File: config.mk
export PLATFORM = sky130hd
export DESIGN_NAME = garegga_cen_gate
export DESIGN_NICKNAME = d
export VERILOG_FILES = /design/src/rtl/garegga_cen_gate.sv
export SDC_FILE = /design/constraint.sdc
export NUM_CORES = 1
export LEC_CHECK = 0
export ABC_AREA = 1
export CORE_MARGIN = 4
export CORE_UTILIZATION = 55
export CTS_CLUSTER_DIAMETER = 150
export DETAILED_ROUTE_END_ITERATION = 8
export DONT_BUFFER_PORTS = 1
export MAX_ROUTING_LAYER = met4
export PLACE_DENSITY = 0.7
export SLEW_MARGIN = 10
export SYNTH_ARGS = -nofsm -noshare
export SYNTH_HDL_FRONTEND = slang
export SYNTH_SLANG_ARGS = --single-unit
File: constraint.sdc
create_clock -name CLK96 -period 2.95 [get_ports CLK96]
set_clock_uncertainty 0.2 [all_clocks]
set_input_delay 0 -clock CLK96 [delete_from_list [all_inputs] [get_ports CLK96]]
set_output_delay 0 -clock CLK96 [all_outputs]
set_load 0.1 [all_outputs]
File: src/rtl/garegga_cen_gate.sv
// Pause/frame-step gate for CEN/CENB pairs that never orphans a half-cycle, plus a per-window pulse monitor.
// Gated enables and PAUSED are registered: 1 CLK96 cycle after the raw enables; no backpressure.
module garegga_cen_gate #(
  parameter int N_CEN  = 6,
  parameter int WINDOW = 96000,
  parameter int CW     = 16
) (
  input  logic             CLK96,
  input  logic             RESETn,
  input  logic [N_CEN-1:0] CEN_IN,
  input  logic [N_CEN-1:0] CENB_IN,
  input  logic             PAUSE,
  input  logic             STEP,
  input  logic             VBLANK,
  input  logic [2:0]       MON_SEL,
  output logic [N_CEN-1:0] CEN_OUT,
  output logic [N_CEN-1:0] CENB_OUT,
  output logic             PAUSED,
  output logic [CW-1:0]    MON_COUNT,
  output logic             MON_VALID
);

  localparam int WW = (WINDOW > 1) ? $clog2(WINDOW) : 1;
  localparam logic [WW-1:0] WIN_LAST = WW'(WINDOW - 1);

  typedef enum logic [1:0] {S_RUN, S_DRAIN, S_PAUSED, S_STEP} state_t;

  state_t           state_q, state_d;
  logic [N_CEN-1:0] ph_q, ph_d;
  logic [N_CEN-1:0] cen_pass, cenb_pass;
  logic [N_CEN-1:0] cen_out_q, cenb_out_q;
  logic             paused_q;
  logic             vblank_q;
  logic             vblank_rise;

  logic [WW-1:0]    win_q, win_d;
  logic [CW-1:0]    cnt_q, cnt_d, cnt_inc;
  logic [CW-1:0]    mon_count_q, mon_count_d;
  logic             mon_valid_q, mon_valid_d;
  logic [2:0]       sel_q;
  logic             mon_pulse;

  assign vblank_rise = VBLANK & ~vblank_q;

  // ph tracks a CEN whose matching CENB has not yet gone out; a same-cycle pair leaves it as is.
  always_comb begin
    cen_pass  = '0;
    cenb_pass = '0;
    case (state_q)
      S_RUN, S_STEP: begin
        cen_pass  = CEN_IN;
        cenb_pass = CENB_IN;
      end
      S_DRAIN: cenb_pass = CENB_IN & ph_q;
      default: ;
    endcase
    ph_d = (ph_q & ~(cenb_pass & ~cen_pass)) | (cen_pass & ~cenb_pass);
  end

  always_comb begin
    state_d = state_q;
    case (state_q)
      S_RUN:    if (PAUSE) state_d = S_DRAIN;
      S_DRAIN: begin
        if (!PAUSE)            state_d = S_RUN;
        else if (ph_q == '0)   state_d = S_PAUSED;
      end
      S_PAUSED: begin
        if (!PAUSE)            state_d = S_RUN;
        else if (STEP)         state_d = S_STEP;
      end
      S_STEP:   if (vblank_rise) state_d = S_DRAIN;
      default:  state_d = S_RUN;
    endcase
  end

  // Monitor samples the gated output, so a paused channel reports 0.
  always_comb begin
    mon_pulse = 1'b0;
    for (int i = 0; i < N_CEN; i++) begin
      if (int'(MON_SEL) == i) mon_pulse = cen_out_q[i];
    end
    cnt_inc     = (mon_pulse && (cnt_q != '1)) ? cnt_q + CW'(1) : cnt_q;
    win_d       = win_q + WW'(1);
    cnt_d       = cnt_inc;
    mon_count_d = mon_count_q;
    mon_valid_d = 1'b0;
    if (MON_SEL != sel_q) begin
      win_d = '0;
      cnt_d = '0;
    end else if (win_q == WIN_LAST) begin
      win_d       = '0;
      cnt_d       = CW'(mon_pulse);
      mon_count_d = cnt_inc;
      mon_valid_d = 1'b1;
    end
  end

  always_ff @(posedge CLK96) begin
    if (!RESETn) begin
      state_q     <= S_RUN;
      ph_q        <= '0;
      cen_out_q   <= '0;
      cenb_out_q  <= '0;
      paused_q    <= 1'b0;
      vblank_q    <= 1'b0;
      win_q       <= '0;
      cnt_q       <= '0;
      mon_count_q <= '0;
      mon_valid_q <= 1'b0;
      sel_q       <= '0;
    end else begin
      state_q     <= state_d;
      ph_q        <= ph_d;
      cen_out_q   <= cen_pass;
      cenb_out_q  <= cenb_pass;
      paused_q    <= (state_q == S_PAUSED);
      vblank_q    <= VBLANK;
      win_q       <= win_d;
      cnt_q       <= cnt_d;
      mon_count_q <= mon_count_d;
      mon_valid_q <= mon_valid_d;
      sel_q       <= MON_SEL;
    end
  end

  assign CEN_OUT   = cen_out_q;
  assign CENB_OUT  = cenb_out_q;
  assign PAUSED    = paused_q;
  assign MON_COUNT = mon_count_q;
  assign MON_VALID = mon_valid_q;

endmodule

==> metrics.md, run 1 <==
| Metric | Value |
|---|---|
| Syn_nets | `about 530` |
| Largest family of logic cells by synthesized area | `simple AND/OR/NAND/NOR gates` |
| Worst setup EP type | `flop` |
| Max Root-Sink Buffers | `2` |
| Num CTS Buffers | `9` |
| Ranking of synthesized cells by area | `dfxtp_1 (42%), nand2_1 (12%), nand3_1 (7.2%)` |
| Via count | `3354` |
| Post-route design area | `approximately 4400 um2` |
| Placer Congestion | `0.899` |
| Via density per instance | `between 5 and 6` |
| Total negative slack | `0 ns` |
| Layout cell share with drive strength beyond 1 | `about an eighth` |
| Die Width | `89.1 um` |
| Row count | `29` |
| P per Cell Area | `slightly below 700 nW/um2` |
| Fill count | `537` |
| Dpl hpwl | `around 5.4 mm` |
| Crit Path Class | `flop to flop` |
| Clock Pin Slew Worst Setup and Hold Paths | `0.08 ns` |
| #FFs+latches synth | `75` |
| DRT Wirelength | `between 8 and 9 mm` |
| Core area | `~6300 um2` |
| Outcome | `finished, final reports clean` |
| Starting Density | `57.0%` |
| Number of remaining DRC errors | `0` |
| I/O pin count | `50` |
| Clock root cell | `clkbuf_8` |
| Dpl cell area | `between 3000 and 4000 um2` |
| GR Util met2 | `40.3%` |
| Largest net degree at the start of global routing | `31` |
| Number of buffers added on ports | `0` |
| WP data required | `2.98 ns` |
| Post-synth top area cell | `dfxtp_1` |
| FMAX | `roughly 360 MHz` |
| GR Util met3 | `around 7.4%` |
| Mapped Area | `~3600 um2` |
| Final total power | `3.00 mW` |
| RSZ-0062 raised after global routing | `false` |
| Wire length of the first global-routing pass | `about 15 mm` |
| Critical path fanouts, max | `8` |
| Slew margin rel. | `a little over a third` |
| Worst EP arrival | `~2.8 ns` |
| Sequential area share after synthesis | `41.5%` |
| Grt met1 use | `approximately 28%` |
| H-Tree Depth | `3` |
| Post-layout util | `roughly 69%` |
| Mux contribution to synthesized area | `0%` |
| Number of global-route vias before repair | `roughly 3300` |
| DRT iter0 DRCs | `190` |
| VDD IR max | `0.722 mV` |
| CTS tree | `yes` |
| Final Critical Period | `roughly 2.8 ns` |
| Busiest grt layer | `met2` |
| Area Overhead vs Synth | `20.3%` |
| Yosys cell types | `34` |
| GRT Total Usage | `24.1%` |
| Synth Area in Adders | `roughly 2.1%` |
| Antenna diodes | `0` |
| TritonCTS Sinks | `75` |
| Setup violations, final | `0` |
| Post-synth top area share | `41.5%` |
| Worst slew pin tran | `roughly 0.97 ns` |
| Die Ht | `just under 90 um` |
| Max-slew violations | `0` |
| Syn Area/Cell | `approximately 7.1 um2` |
| Clk Latency, worst-skew pair | `0.35 ns` |
| Final net count | `around 590` |
| Cells after Synth | `roughly 510` |
| Syn. warnings | `0` |
| Initial antenna violation count | `0` |
| Synth Area in Simple Gates | `34.2%` |
| Synth Area in Compound Gates | `under 10%` |
| Max Cap Viol | `0` |
| DR pass1 iterations | `4` |
| Hold slack | `0.0254 ns` |
| Final hold vios | `0` |
| Leak Pwr | `about 1.9 nW` |
| XOR/XNOR Fraction of Synth Area | `about 3.6%` |
| Final period util | `approximately 94%` |
| DIE AREA | `roughly 7900 um2` |
| GRT overflow | `0` |
| WL per Instance | `about 13 um` |
| Worst setup SP type | `flop` |
| DRT antenna net count | `0` |
| Hold Path Class | `input port to flop` |
-- final timing paths --
path	start	to	slack, ns	depth (start not counted)
worst max-delay path	state_q[0]	ph_q[2]	0.18	9
worst min-delay path	MON_SEL[2]	cnt_q[0]	0.03	5
worst max register to register	state_q[0]	ph_q[2]	0.18	9
worst min register to register	win_q[0]	win_q[0]	0.25	1
-- per-stage QoR --
| step | instances | setup WS, ns |
|---|---|---|
| finish | 645 | 0.175 |
| detailed placement | 595 | 0.774 |
| global placement | 595 | 0.824 |
| floorplan | 508 | 0.798 |
| global route | 645 | 0.0588 |
| CTS | 645 | 0.178 |
-- flip-flops by register name, summed over array words and instances, names as in the netlist --
signal	count
CENB_OUT	6
cnt_q	16
state_q	2
PAUSED	1
ph_q	6
MON_COUNT	16
vblank_q	1
CEN_OUT	6
sel_q	3
win_q	17
MON_VALID	1
-- worst max-delay path: stages, from the launching register on --
cell	delay [ns]
dfxtp_1	0.37
inv_1	0.09
ha_2	0.42
inv_2	0.10
nand2_1	0.10
inv_1	0.05
a21oi_1	0.14
dlygate4sd3_1	0.56
nor2_1	0.04
dlygate4sd3_1	0.56
-- what timing repair did --
item	4_1_cts	5_1_grt
endpoints found under the hold margin	73	0
hold buffers	34	0
endpoints found under the setup margin	0	4
resized for setup	0	2
buffers inserted	0	0
-- cell usage after synthesis --
cell type  instances
buf_4              1
clkbuf_1           6
nand3b_1           5
nor2_2             1
or2_1              1
a32o_1             2
a21oi_1           34
o211ai_1           1
buf_6              1
nor3b_1            2
xnor2_1            2
dfxtp_1           75
nand4_1            6
buf_2              4
inv_1             69
nor3_1             5
ha_1               6
buf_12             1
nand2_2           16
nor2_1            51
nor2_4             2
nor2_8             1
o21a_1             1
clkinv_2           1
nand3_2            1
o21ai_0           23
or2_2              2
nand2_1          117
nand4_4            1
nor3_2             2
inv_2              2
xor2_1            13
nand2_4            1
nand3_1           52
-- kinds of logic (layout without fill, tap and decap cells) --
family,Yosys count,after routing
AND/OR/NAND/NOR,266,266
buffers and inverters,85,145
adder cells (fa/ha/maj),6,6
AO/OA/AOI/OAI,61,61
XOR/XNOR,15,15
flip-flops,75,75
-- report_power, final --
group | total [mW] | switching (mW) | internal [mW]
logic | 0.820 | 0.524 | 0.297
clock network | 0.806 | 0.387 | 0.419
registers | 1.37 | 0.263 | 1.11
-- per-layer routing --
layer	wire, um	vias up
li1	-	1720
met1	3600	1539
met2	4100	82
met3	515	13
met4	142	0
met5	0	-
-- layout by cell type (no fill, tap or decap), drive strengths merged --
cell,instances
a21oi,34
nand3,53
or2,3
nand3b,5
clkinv,4
a32o,2
dlygate4sd3,34
nor3b,2
nand2,134
o211ai,1
o21ai,23
buf,23
xnor2,2
ha,6
nor3,7
nor2,55
o21a,1
nand4,7
clkbuf,11
bufinv,1
inv,72
dfxtp,75
xor2,13
-- area by class of cell --
cell class / instances / area (um2) / share of cell area [%]
multi-input cells: 348 / 1770 / 40.6
flip-flops and latches: 75 / 1500 / 34.5
repair buffers: 57 / 513 / 11.8
inverters: 72 / 272 / 6.24
clock buffers: 11 / 141 / 3.25
well taps: 77 / 96.3 / 2.21
clock inverters: 5 / 61.3 / 1.41
(Power assumes the default switching activity.)
==> run 2, diff against run 1 <==
PLACE_DENSITY = 0.73   (was 0.7)
SKIP_CTS_REPAIR_TIMING = 1   (was not set)
clock period = 2.4 ns   (was 2.95 ns; I/O delays follow)
==> metrics.md, run 2 (same netlist as run 1, synthesis figures left out) <==
| Metric | Value |
|---|---|
| Via density per instance | `5.26` |
| Worst EP arrival | `about 2.3 ns` |
| DRT Wirelength | `8.26 mm` |
| Switching Share | `between 30% and 40%` |
| Final net count | `just under 600` |
| Row count | `29` |
| Fill count | `roughly 550` |
| Dpl cell area | `about 3800 um2` |
| DRT iter0 DRCs | `roughly 230` |
| Multi-input gate area | `around 1800 um2` |
| Min-delay src | `MON_SEL[0]` |
| Final total power | `3.52 mW` |
| Number of remaining DRC errors | `0` |
| Worst setup EP type | `flop` |
| Failing checks | `negative hold slack` |
| Dpl hpwl | `about 5.5 mm` |
| Number of cells on the worst reg-to-reg path | `8` |
| Outcome | `finished with violations` |
| Clock Power Share | `a little over a quarter` |
| Top reg by flops | `win_q` |
| Final hold vios | `3` |
| Crit Path Class | `flop to flop` |
| CP startpoint | `state_q[0]` |
| Worst slew pin tran | `approximately 0.98 ns` |
| Most frequent cells in the layout | `nand2_1 (117), dfxtp_1 (75), inv_1 (69)` |
| I/O pin count | `50` |
| Core area | `roughly 6300 um2` |
| Setup violations, final | `0` |
| Total negative slack | `0 ns` |
| Max-slew violations | `0` |
| P_sw | `1.39 mW` |
| Die Ht | `about 90 um` |
| GRT Total Usage | `21.4%` |
| Slew margin rel. | `about 34%` |
| Antenna diodes | `0` |
| Layout cell share with drive strength beyond 1 | `approximately an eighth` |
| Critical path fanouts, max | `8` |
| R2r startpoint | `state_q[0]` |
| Post-route design area | `between 4000 and 5000 um2` |
| Num CTS Buffers | `9` |
| Starting Density | `57.0%` |
| Hold path depth | `6` |
| Clk Latency, worst-skew pair | `approximately 0.34 ns` |
| Placer Congestion | `0.876` |
| Final Critical Period | `~2.3 ns` |
| Via count | `between 3000 and 4000` |
| Largest net degree at the start of global routing | `31` |
| Reg2reg setup slack | `around 0.13 ns` |
| Hold slack | `-0.0324 ns` |
| H-Tree Depth | `3` |
| VDD IR max | `approximately 1.0 mV` |
| DR pass1 iterations | `5` |
| P per Cell Area | `827 nW/um2` |
| Clock Pin Slew Worst Setup and Hold Paths | `~0.08 ns` |
| Initial antenna violation count | `0` |
| Leak Pwr | `between 1.5 and 2 nW` |
| Flop pwr share | `roughly 48%` |
| Final period util | `94.5%` |
| Number of global-route vias before repair | `3000` |
| DRT antenna net count | `0` |
| Wire length of the first global-routing pass | `around 13 mm` |
| RR Endpoint | `ph_q[2]` |
| Hold worst-path end | `MON_COUNT[12]` |
| GRT overflow | `0` |
| Max Root-Sink Buffers | `2` |
| Post-layout util | `roughly 67%` |
| FMAX | `roughly 440 MHz` |
| Die Width | `slightly below 90 um` |
| Hold Path Class | `input port to flop` |
| DIE AREA | `7940 um2` |
| Worst setup SP type | `flop` |
| Max reg flops | `17` |
| Area Overhead vs Synth | `17.8%` |
| Clock root cell | `clkbuf_8` |
| Comb power frac | `about a quarter` |
| PnR worst setup slack | `0.133 ns` |
| Area occupied by registers | `approximately 1500 um2` |
| Max Cap Viol | `0` |
| WL per Instance | `13.0 um` |
| Commonest non-fill, non-tap cell in the layout | `nand2_1` |
| DP Worst Slack | `0.273 ns` |
| CTS tree | `yes` |
| WP data required | `~2.4 ns` |
| TritonCTS Sinks | `75` |
| Number of buffers added on ports | `0` |
| Int Pwr | `roughly 2.1 mW` |
[run 2: cell types whose count changed in the layout (fill, tap and decap cells not counted), sizes merged]
cell,change
dlygate4sd3,-9
clkinv,-1
clkinvlp,+1
inv,-1
[run 2: power groups by stage]
| stage | Combinational [mW] | Sequential (mW) | Clock [mW] |
|---|---|---|---|
| 3_5_place_dp | 0.784 | 1.71 | 0 |
| 4_1_cts | 0.785 | 1.69 | 0.978 |
| 2_1_floorplan | 0.469 | 1.88 | 0 |
| 6_report | 0.872 | 1.69 | 0.961 |
| 3_3_place_gp | 0.773 | 1.71 | 0 |
| 5_1_grt | 0.969 | 1.70 | 1.03 |
[run 2: worst max-delay path: stages (launching register included)]
cell and delay, ns:
dfxtp_1 0.37, inv_1 0.10, ha_1 0.43, inv_1 0.17, nand2_1 0.12, inv_1 0.05, a21oi_1 0.13, dlygate4sd3_1 0.56
nor2_1 0.04
[run 2: final cells by class]
class	count	share of cell area, %
clock inverters	4	1.20
multi-input cells	348	41.4
well taps	77	2.26
clock buffers	11	3.32
flip-flops and latches	75	35.2
inverters	72	6.37
repair buffers	48	10.2
[run 2: how the worst max path moves through the flow]
stage | to | slack, ns | cells past startpoint
2_1_floorplan | MON_COUNT[13] | 0.25 | 12
3_3_place_gp | MON_COUNT[12] | 0.34 | 12
3_5_place_dp | MON_COUNT[12] | 0.27 | 12
5_1_grt | state_q[1] | -0.07 | 9
4_1_cts | MON_COUNT[12] | 0.26 | 12
6_report | ph_q[2] | 0.13 | 8
[run 2: through the flow]
step,hold WS (ns),cells
finish,-0.0324,635
global route,0.00609,635
CTS,-0.463,610
detailed placement,-0.102,595
global placement,-0.105,595
floorplan,-0.107,508
[run 2: layer usage]
metal	GRT usage, %	share of wire [%]	vias to the layer above
met1	27.1	46	1522
met3	4.33	5.6	13
met5	-	0	-
met4	9.88	1.5	0
met2	32.7	47	106
li1	-	-	1701
